**src/rtl/param_load_sequencer.sv**
```systemverilog
// param_load_sequencer: power-up sequencer for one-shot parameter loaders.
// Starts loaders one at a time, skips ones already done, watchdogs each wait.
module param_load_sequencer #(
  parameter int NUM_LOADERS    = 4,
  parameter int TIMEOUT_CYCLES = 4096,
  parameter int CNT_W          = 13,
  parameter int IDX_W          = 2
) (
  input  logic                   clk,
  input  logic                   rst_n,
  input  logic                   start,
  input  logic [NUM_LOADERS-1:0] loader_done,
  output logic [NUM_LOADERS-1:0] loader_start,
  output logic [IDX_W-1:0]       cur_idx,
  output logic                   busy,
  output logic                   all_done,
  output logic                   error,
  output logic [IDX_W-1:0]       err_idx
);

  typedef enum logic [2:0] {
    S_IDLE,
    S_ISSUE,
    S_WAIT,
    S_DONE,
    S_ERROR
  } state_t;

  localparam logic [IDX_W-1:0] LAST_IDX =
    IDX_W'(NUM_LOADERS - 1);
  localparam logic [CNT_W-1:0] WD_LAST =
    CNT_W'(TIMEOUT_CYCLES - 1);

  state_t                 state_q;
  state_t                 state_d;
  logic [IDX_W-1:0]       idx_d;
  logic [IDX_W-1:0]       err_idx_d;
  logic [IDX_W-1:0]       idx_inc;
  logic [CNT_W-1:0]       wdog_q;
  logic [CNT_W-1:0]       wdog_d;
  logic [NUM_LOADERS-1:0] pulse_d;
  logic                   advance;

  // The pulse is decided when ISSUE is entered, so a loader
  // that is already done never sees a start pulse.
  function automatic logic [NUM_LOADERS-1:0] pulse_for(
    input logic [IDX_W-1:0]       idx,
    input logic [NUM_LOADERS-1:0] done
  );
    logic [NUM_LOADERS-1:0] p;
    p = '0;
    if (!done[idx]) begin
      p = NUM_LOADERS'(1) << idx;
    end
    return p;
  endfunction

  assign idx_inc = cur_idx + IDX_W'(1);

  // Next-state, next index, watchdog and next pulse.
  always_comb begin
    state_d   = state_q;
    idx_d     = cur_idx;
    err_idx_d = err_idx;
    wdog_d    = wdog_q;
    pulse_d   = '0;
    advance   = 1'b0;
    unique case (state_q)
      S_IDLE, S_DONE, S_ERROR: begin
        if (start) begin
          state_d   = S_ISSUE;
          idx_d     = '0;
          err_idx_d = '0;
          pulse_d   = pulse_for('0, loader_done);
        end
      end
      S_ISSUE: begin
        wdog_d = '0;
        if (loader_start != '0) begin
          state_d = S_WAIT;
        end else begin
          advance = 1'b1;
        end
      end
      S_WAIT: begin
        if (loader_done[cur_idx]) begin
          advance = 1'b1;
        end else if (wdog_q == WD_LAST) begin
          state_d   = S_ERROR;
          err_idx_d = cur_idx;
          wdog_d    = wdog_q + CNT_W'(1);
        end else begin
          wdog_d = wdog_q + CNT_W'(1);
        end
      end
      default: begin
        state_d = S_IDLE;
      end
    endcase
    if (advance) begin
      if (cur_idx == LAST_IDX) begin
        state_d = S_DONE;
      end else begin
        state_d = S_ISSUE;
        idx_d   = idx_inc;
        pulse_d = pulse_for(idx_inc, loader_done);
      end
    end
  end

  // State and registered outputs, decoded from the next state.
  always_ff @(posedge clk) begin
    if (!rst_n) begin
      state_q      <= S_IDLE;
      cur_idx      <= '0;
      err_idx      <= '0;
      wdog_q       <= '0;
      loader_start <= '0;
      busy         <= 1'b0;
      all_done     <= 1'b0;
      error        <= 1'b0;
    end else begin
      state_q      <= state_d;
      cur_idx      <= idx_d;
      err_idx      <= err_idx_d;
      wdog_q       <= wdog_d;
      loader_start <= pulse_d;
      busy         <= (state_d == S_ISSUE) ||
                      (state_d == S_WAIT);
      all_done     <= (state_d == S_DONE);
      error        <= (state_d == S_ERROR);
    end
  end

endmodule

```
**config.mk**
```make
export PLATFORM = sky130hd
export DESIGN_NAME = param_load_sequencer
export DESIGN_NICKNAME = d
export VERILOG_FILES = /design/src/rtl/param_load_sequencer.sv
export SDC_FILE = /design/constraint.sdc
export NUM_CORES = 1
export LEC_CHECK = 0
export ABC_AREA = 1
export CAP_MARGIN = 20
export CORE_MARGIN = 3
export CORE_UTILIZATION = 50
export DETAILED_ROUTE_END_ITERATION = 10
export GPL_TIMING_DRIVEN = 0
export PLACE_DENSITY = 0.73
export SYNTH_ARGS = -nofsm -noshare
export SYNTH_HDL_FRONTEND = slang
export SYNTH_SLANG_ARGS = --single-unit
```
**constraint.sdc**
```tcl
create_clock -name clk -period 2.2 [get_ports clk]
set_input_delay 0.66 -clock clk [delete_from_list [all_inputs] [get_ports clk]]
set_output_delay 0.66 -clock clk [all_outputs]
set_load 0.005 [all_outputs]
```
==> metrics.cfg, run 1 <==
[run_status]
outcome = finished, final reports clean

[cells_and_area]
area_growth_pct = 15.7
antenna_cells = 0
multiInputGateArea_sq_um = 812
regArea_sq_um = 541
final_nets = 247
layout_commonest_cell = nand2_1
layout-drive-gt1-share_pct = 12.4
layout.cells.most_common_list = nand2_1, dfxtp_1, inv_1
finalNonFillerCells = 265
fillers = 272

[setup_path]
start_kind = flip-flop
reg2reg_depth = 10
critPathTopFamily = buffers and inverters
crit_type = reg -> out
r2r_slack_ns = 0.32
arrival_ns = 1.33
worst_path_max_delay_cell = clkdlybuf4s50_1
startpoint = cur_idx[1]
worstPathMaxFanout = 7
crit_path_end_kind = output port
crit-reg2reg-capture = err_idx[1]
critical_path_buf_inv_count = 1
crit_required_ns = 1.54
r2r_start = wdog_q[0]
slowest_delay_ns = 0.55
worstPathCellList = clkdlybuf4s50_1

[routing]
routedWlPerCell_um = 11.6
antenna_left = 0
drt-total-wl_um = 3070
drt_iter0_markers = 60
vias = 1373
drc = 0
drtPass1Iterations = 4
vias_per_cell = 5.18

[placed_design]
gp_congestion = 0.859
dp.cells = 261
dp_hpwl_um = 2460
io_buffers = 17

[timing]
post-route-period-util_pct = 90.7
setup_violations = 0
period_needed_ns = 1.99
worst_pin_slew_ns = 0.473
rsz0062_at_grt = false
drv_slew = 0
slew_headroom_pct = 68.1
final.setup.tns_ns = 0
hold_viol_final = 0
skew_ns = 0.00598
fmax_mhz = 501

[worst_hold_path]
min_from = wdog_q[1]
hold_path.class = reg -> reg
hold_end = wdog_q[1]
hold_depth = 2

[logic_synthesis]
synth_area_per_cell_sq_um = 7.04
synth-main-ff-cell = dfxtp_1
synthCells = 213
syn_area_sq_um = 1500
syn-num-nets = 225
ys_seq_area_share_pct = 36.0
synth_edf_count = 0
ys_async_sr_fraction_pct = 0
synth_seq_cells = 27
yosysUniqueCellTypes = 29
yosys_warnings = 0

[cts]
holdBufCountCts = 0
cts_buffers = 3
post-cts-setup-buffer-count = 0
ctsLongestPathBuffers = 2
cts_resized = 0
clkSinkCount = 27
cts-root-buf = clkbuf_4
h-tree-depth = 1
cts.clk_slew.worst_paths_ns = 0.15
clkLatencyLatePin_ns = 0.32
cts_tree = built

[global_route]
grt_pass1_wl_um = 5470
overflow = 0
grt_pass1_vias = 1345
grt_max_degree = 15
grt_usage_pct = 19.2
antenna_found_initial = 0

[die]
core_sq_um = 2810
rows = 19
dieHeight_um = 60.8
start_util_pct = 53.5
die_area_sq_um = 3690
io-pin-count = 18
dieWidth_um = 60.8

[power]
ir_drop_mv = 0.343
p_leak_nw = 0.698
power.density_nw_per_um2 = 600
power_w = 0.00104

[job]
cap_violations = 0

[flip-flops by register name, summed over array words and instances, names as in the netlist]
name / cells
wdog_q: 13
loader_start: 4
state_q: 3
cur_idx: 2
err_idx: 2
all_done: 1
busy: 1
error: 1
[per-layer routing]
metal	up-vias	share of wire, %	track usage, %
met5	-	0	0
met4	0	0.95	6.81
met3	4	2.8	3.62
met2	18	52	35.4
met1	628	44	21.8
li1	723	-	-
[kinds of logic (layout without fill, tap and decap cells)]
group	after synthesis	count (layout)	share of synthesized area [%]
simple gates	115	115	38.3
compound gates	31	31	11.1
buf+inv	34	55	9.84
fa+ha+maj	5	5	4.17
xor+xnor	1	1	0.584
flops	27	27	36.0
[how the worst max path moves through the flow]
| stage | endpoint | slack [ns] | cells past startpoint |
|---|---|---|---|
| 2_1_floorplan | all_done | 0.62 | 12 |
| 3_3_place_gp | err_idx[0] | 0.08 | 11 |
| 3_5_place_dp | err_idx[1] | 0.05 | 11 |
| 4_1_cts | cur_idx[1] | 0.19 | 1 |
| 5_1_grt | all_done | 0.13 | 12 |
| 6_report | cur_idx[1] | 0.21 | 1 |
[power by group]
group | internal [W] | total, W | switching, W
clock network | 0.0000710 | 0.000217 | 0.000146
logic | 0.000123 | 0.000293 | 0.000171
registers | 0.000513 | 0.000531 | 0.0000180
total | 0.000706 | 0.00104 | 0.000334
[Yosys cell counts, types with 2 or more instances]
cell	count	area [sq um]
ha_1	5	62.6
dfxtp_1	27	541
o22ai_1	2	12.5
nor2_1	24	90.1
o21ai_1	2	10.0
nor2_2	7	43.8
nand4_1	6	37.5
inv_1	26	97.6
nand3_2	2	20.0
nand2_4	2	22.5
nand2_1	50	188
nor3_1	5	25.0
nand2_2	4	25.0
o21ai_0	7	35.0
inv_2	4	15.0
nand3_1	11	55.1
a21oi_1	17	85.1
[per-stage QoR]
stage	setup WS (ns)	instance area, sq um	hold slack, ns	util [%]
floorplan	0.619	1500	0.441	-
global placement	0.0765	1710	0.467	60.9
detailed placement	0.0465	1710	0.475	60.9
CTS	0.187	1740	0.505	61.9
global route	0.134	1740	0.527	61.9
finish	0.205	1740	0.510	61.9
[final cells by class]
type                       count  share of cell area (%)
multi-input combinational    152                    46.8
sequential                    27                    31.1
timing repair buffer          17                    9.81
inverter                      31                    6.71
tap                           31                    2.24
buffer                         3                    1.80
clock buffer                   4                    1.51
Power figures use the tool's default switching activity.
==> run 2, diff against run 1 <==
GPL_ROUTABILITY_DRIVEN = 0   (was unset)
==> metrics.cfg, run 2 (synthesis results as in run 1) <==
[run_status]
outcome = finished, final reports clean

[routing]
drt_iter0_markers = 79  ; +32%
drtPass1Iterations = 4  ; unchanged
routedWlPerCell_um = 11.7  ; +1.3%
drc = 0  ; unchanged
vias = 1361  ; -0.87%
vias_per_cell = 5.14  ; -0.87%
drt-total-wl_um = 3110  ; +1.3%
antenna_left = 0  ; unchanged

[die]
dieHeight_um = 60.8  ; unchanged
io-pin-count = 18  ; unchanged
core_sq_um = 2810  ; unchanged
start_util_pct = 53.5  ; unchanged
rows = 19  ; unchanged
dieWidth_um = 60.8  ; unchanged
die_area_sq_um = 3690  ; unchanged

[placed_design]
place_area_sq_um = 1710  ; unchanged
dp.cells = 261  ; unchanged
dp_hpwl_um = 2510  ; +1.9%
io_buffers = 17  ; unchanged
place_worst_setup_slack_ns = 0.0168  ; -0.0297 ns

[setup_path]
crit_path_end_kind = output port
arrival_ns = 1.37  ; +0.04 ns
worstPathCellList = clkdlybuf4s50_1
start_kind = flip-flop
r2r_start = wdog_q[0]
crit_required_ns = 1.54  ; about the same
critPathTopFamily = buffers and inverters
startpoint = cur_idx[1]
worstPathMaxFanout = 7  ; unchanged
worst_path_max_delay_cell = clkdlybuf4s50_1
slowest_delay_ns = 0.56  ; about the same
critical_path_buf_inv_count = 1  ; unchanged
crit_type = reg -> out

[job]
cap_violations = 0  ; unchanged

[cts]
clkLatencyLatePin_ns = 0.33  ; about the same
ctsLongestPathBuffers = 2  ; unchanged
cts_tree = built
post-cts-setup-buffer-count = 0  ; unchanged
clkSinkCount = 27  ; unchanged
h-tree-depth = 1  ; unchanged
cts_resized = 0  ; unchanged
cts.clk_slew.worst_paths_ns = 0.15  ; about the same
holdBufCountCts = 0  ; unchanged
cts_buffers = 3  ; unchanged
cts-root-buf = clkbuf_4

[worst_hold_path]
min_from = wdog_q[1]
hold_path.class = reg -> reg

[cells_and_area]
final_cell_area_sq_um = 1740  ; unchanged
layout_commonest_cell = nand2_1
layout-drive-gt1-share_pct = 12.4  ; unchanged
top_regs = wdog_q (13), loader_start (4), state_q (3)
layout.cells.most_common_list = nand2_1, dfxtp_1, inv_1
area_growth_pct = 15.7  ; unchanged
final_nets = 247  ; unchanged
largest_reg_flops = 13  ; unchanged
fillers = 261  ; -4.0%
finalNonFillerCells = 265  ; unchanged
antenna_cells = 0  ; unchanged
regMostFlops = wdog_q

[timing]
fmax_mhz = 493  ; -1.7%
period_needed_ns = 2.03  ; +0.0348 ns
final.setup.tns_ns = 0  ; unchanged
post-route-period-util_pct = 92.3  ; +1.6 points
rsz0062_at_grt = false
drv_slew = 0  ; unchanged
fin_ws_ns = 0.170  ; -0.0348 ns
worst_pin_slew_ns = 0.514  ; +0.0413 ns
slew_headroom_pct = 65.4  ; -2.8 points
setup_violations = 0  ; unchanged
hold_viol_final = 0  ; unchanged
skew_ns = 0.00654  ; +0.000563 ns

[power]
ir_drop_mv = 0.419  ; +22%
p_leak_nw = 0.698  ; unchanged
power_w = 0.00105  ; +0.59%
power.density_nw_per_um2 = 603  ; +0.59%

[global_route]
grt_pass1_wl_um = 5510  ; +0.77%
antenna_found_initial = 0  ; unchanged
grt_pass1_vias = 1318  ; -2.0%
overflow = 0  ; unchanged
grt_max_degree = 15  ; unchanged
grt_usage_pct = 19.5  ; +0.35 points

-- run 2: cell counts in the layout (fill, tap and decap cells not counted) --
Identical to the previous run, type by type.
-- run 2: worst paths after layout --
| path | end | slack (ns) | cells after the start |
|---|---|---|---|
| setup / recovery | cur_idx[1] | 0.17 | 1 |
| hold / removal | wdog_q[1] | 0.49 | 2 |
| setup reg to reg | err_idx[1] | 0.33 | 10 |
| hold reg to reg | wdog_q[1] | 0.49 | 2 |
-- run 2: metrics by stage --
step / hold WS (ns) / util [%]
global placement: 0.462 / 60.9
global route: 0.526 / 61.9
CTS: 0.495 / 61.9
detailed placement: 0.476 / 60.9
finish: 0.494 / 61.9
floorplan: 0.441 / -
-- run 2: layer usage --
metal  up-vias  part of all wire (%)  GRT usage (%)
met2        25                    53           36.3
li1        724                     -              -
met1       610                    43           22.2
met4         0                  0.68           5.26
met5         -                     0              0
met3         2                   3.5           4.47
-- run 2: power breakdown --
| group | internal [W] | switching [W] |
|---|---|---|
| Sequential | 0.000513 | 0.0000192 |
| Clock | 0.0000712 | 0.000148 |
| Combinational | 0.000124 | 0.000172 |
-- run 2: final cells by class --
type,count,area (sq um),share of cell area [%]
repair buffers,17,170,9.81
plain buffers,3,31.3,1.80
clock buffers,4,26.3,1.51
inverters,31,116,6.71
well taps,31,38.8,2.24
multi-input cells,152,812,46.8
flip-flops and latches,27,541,31.1
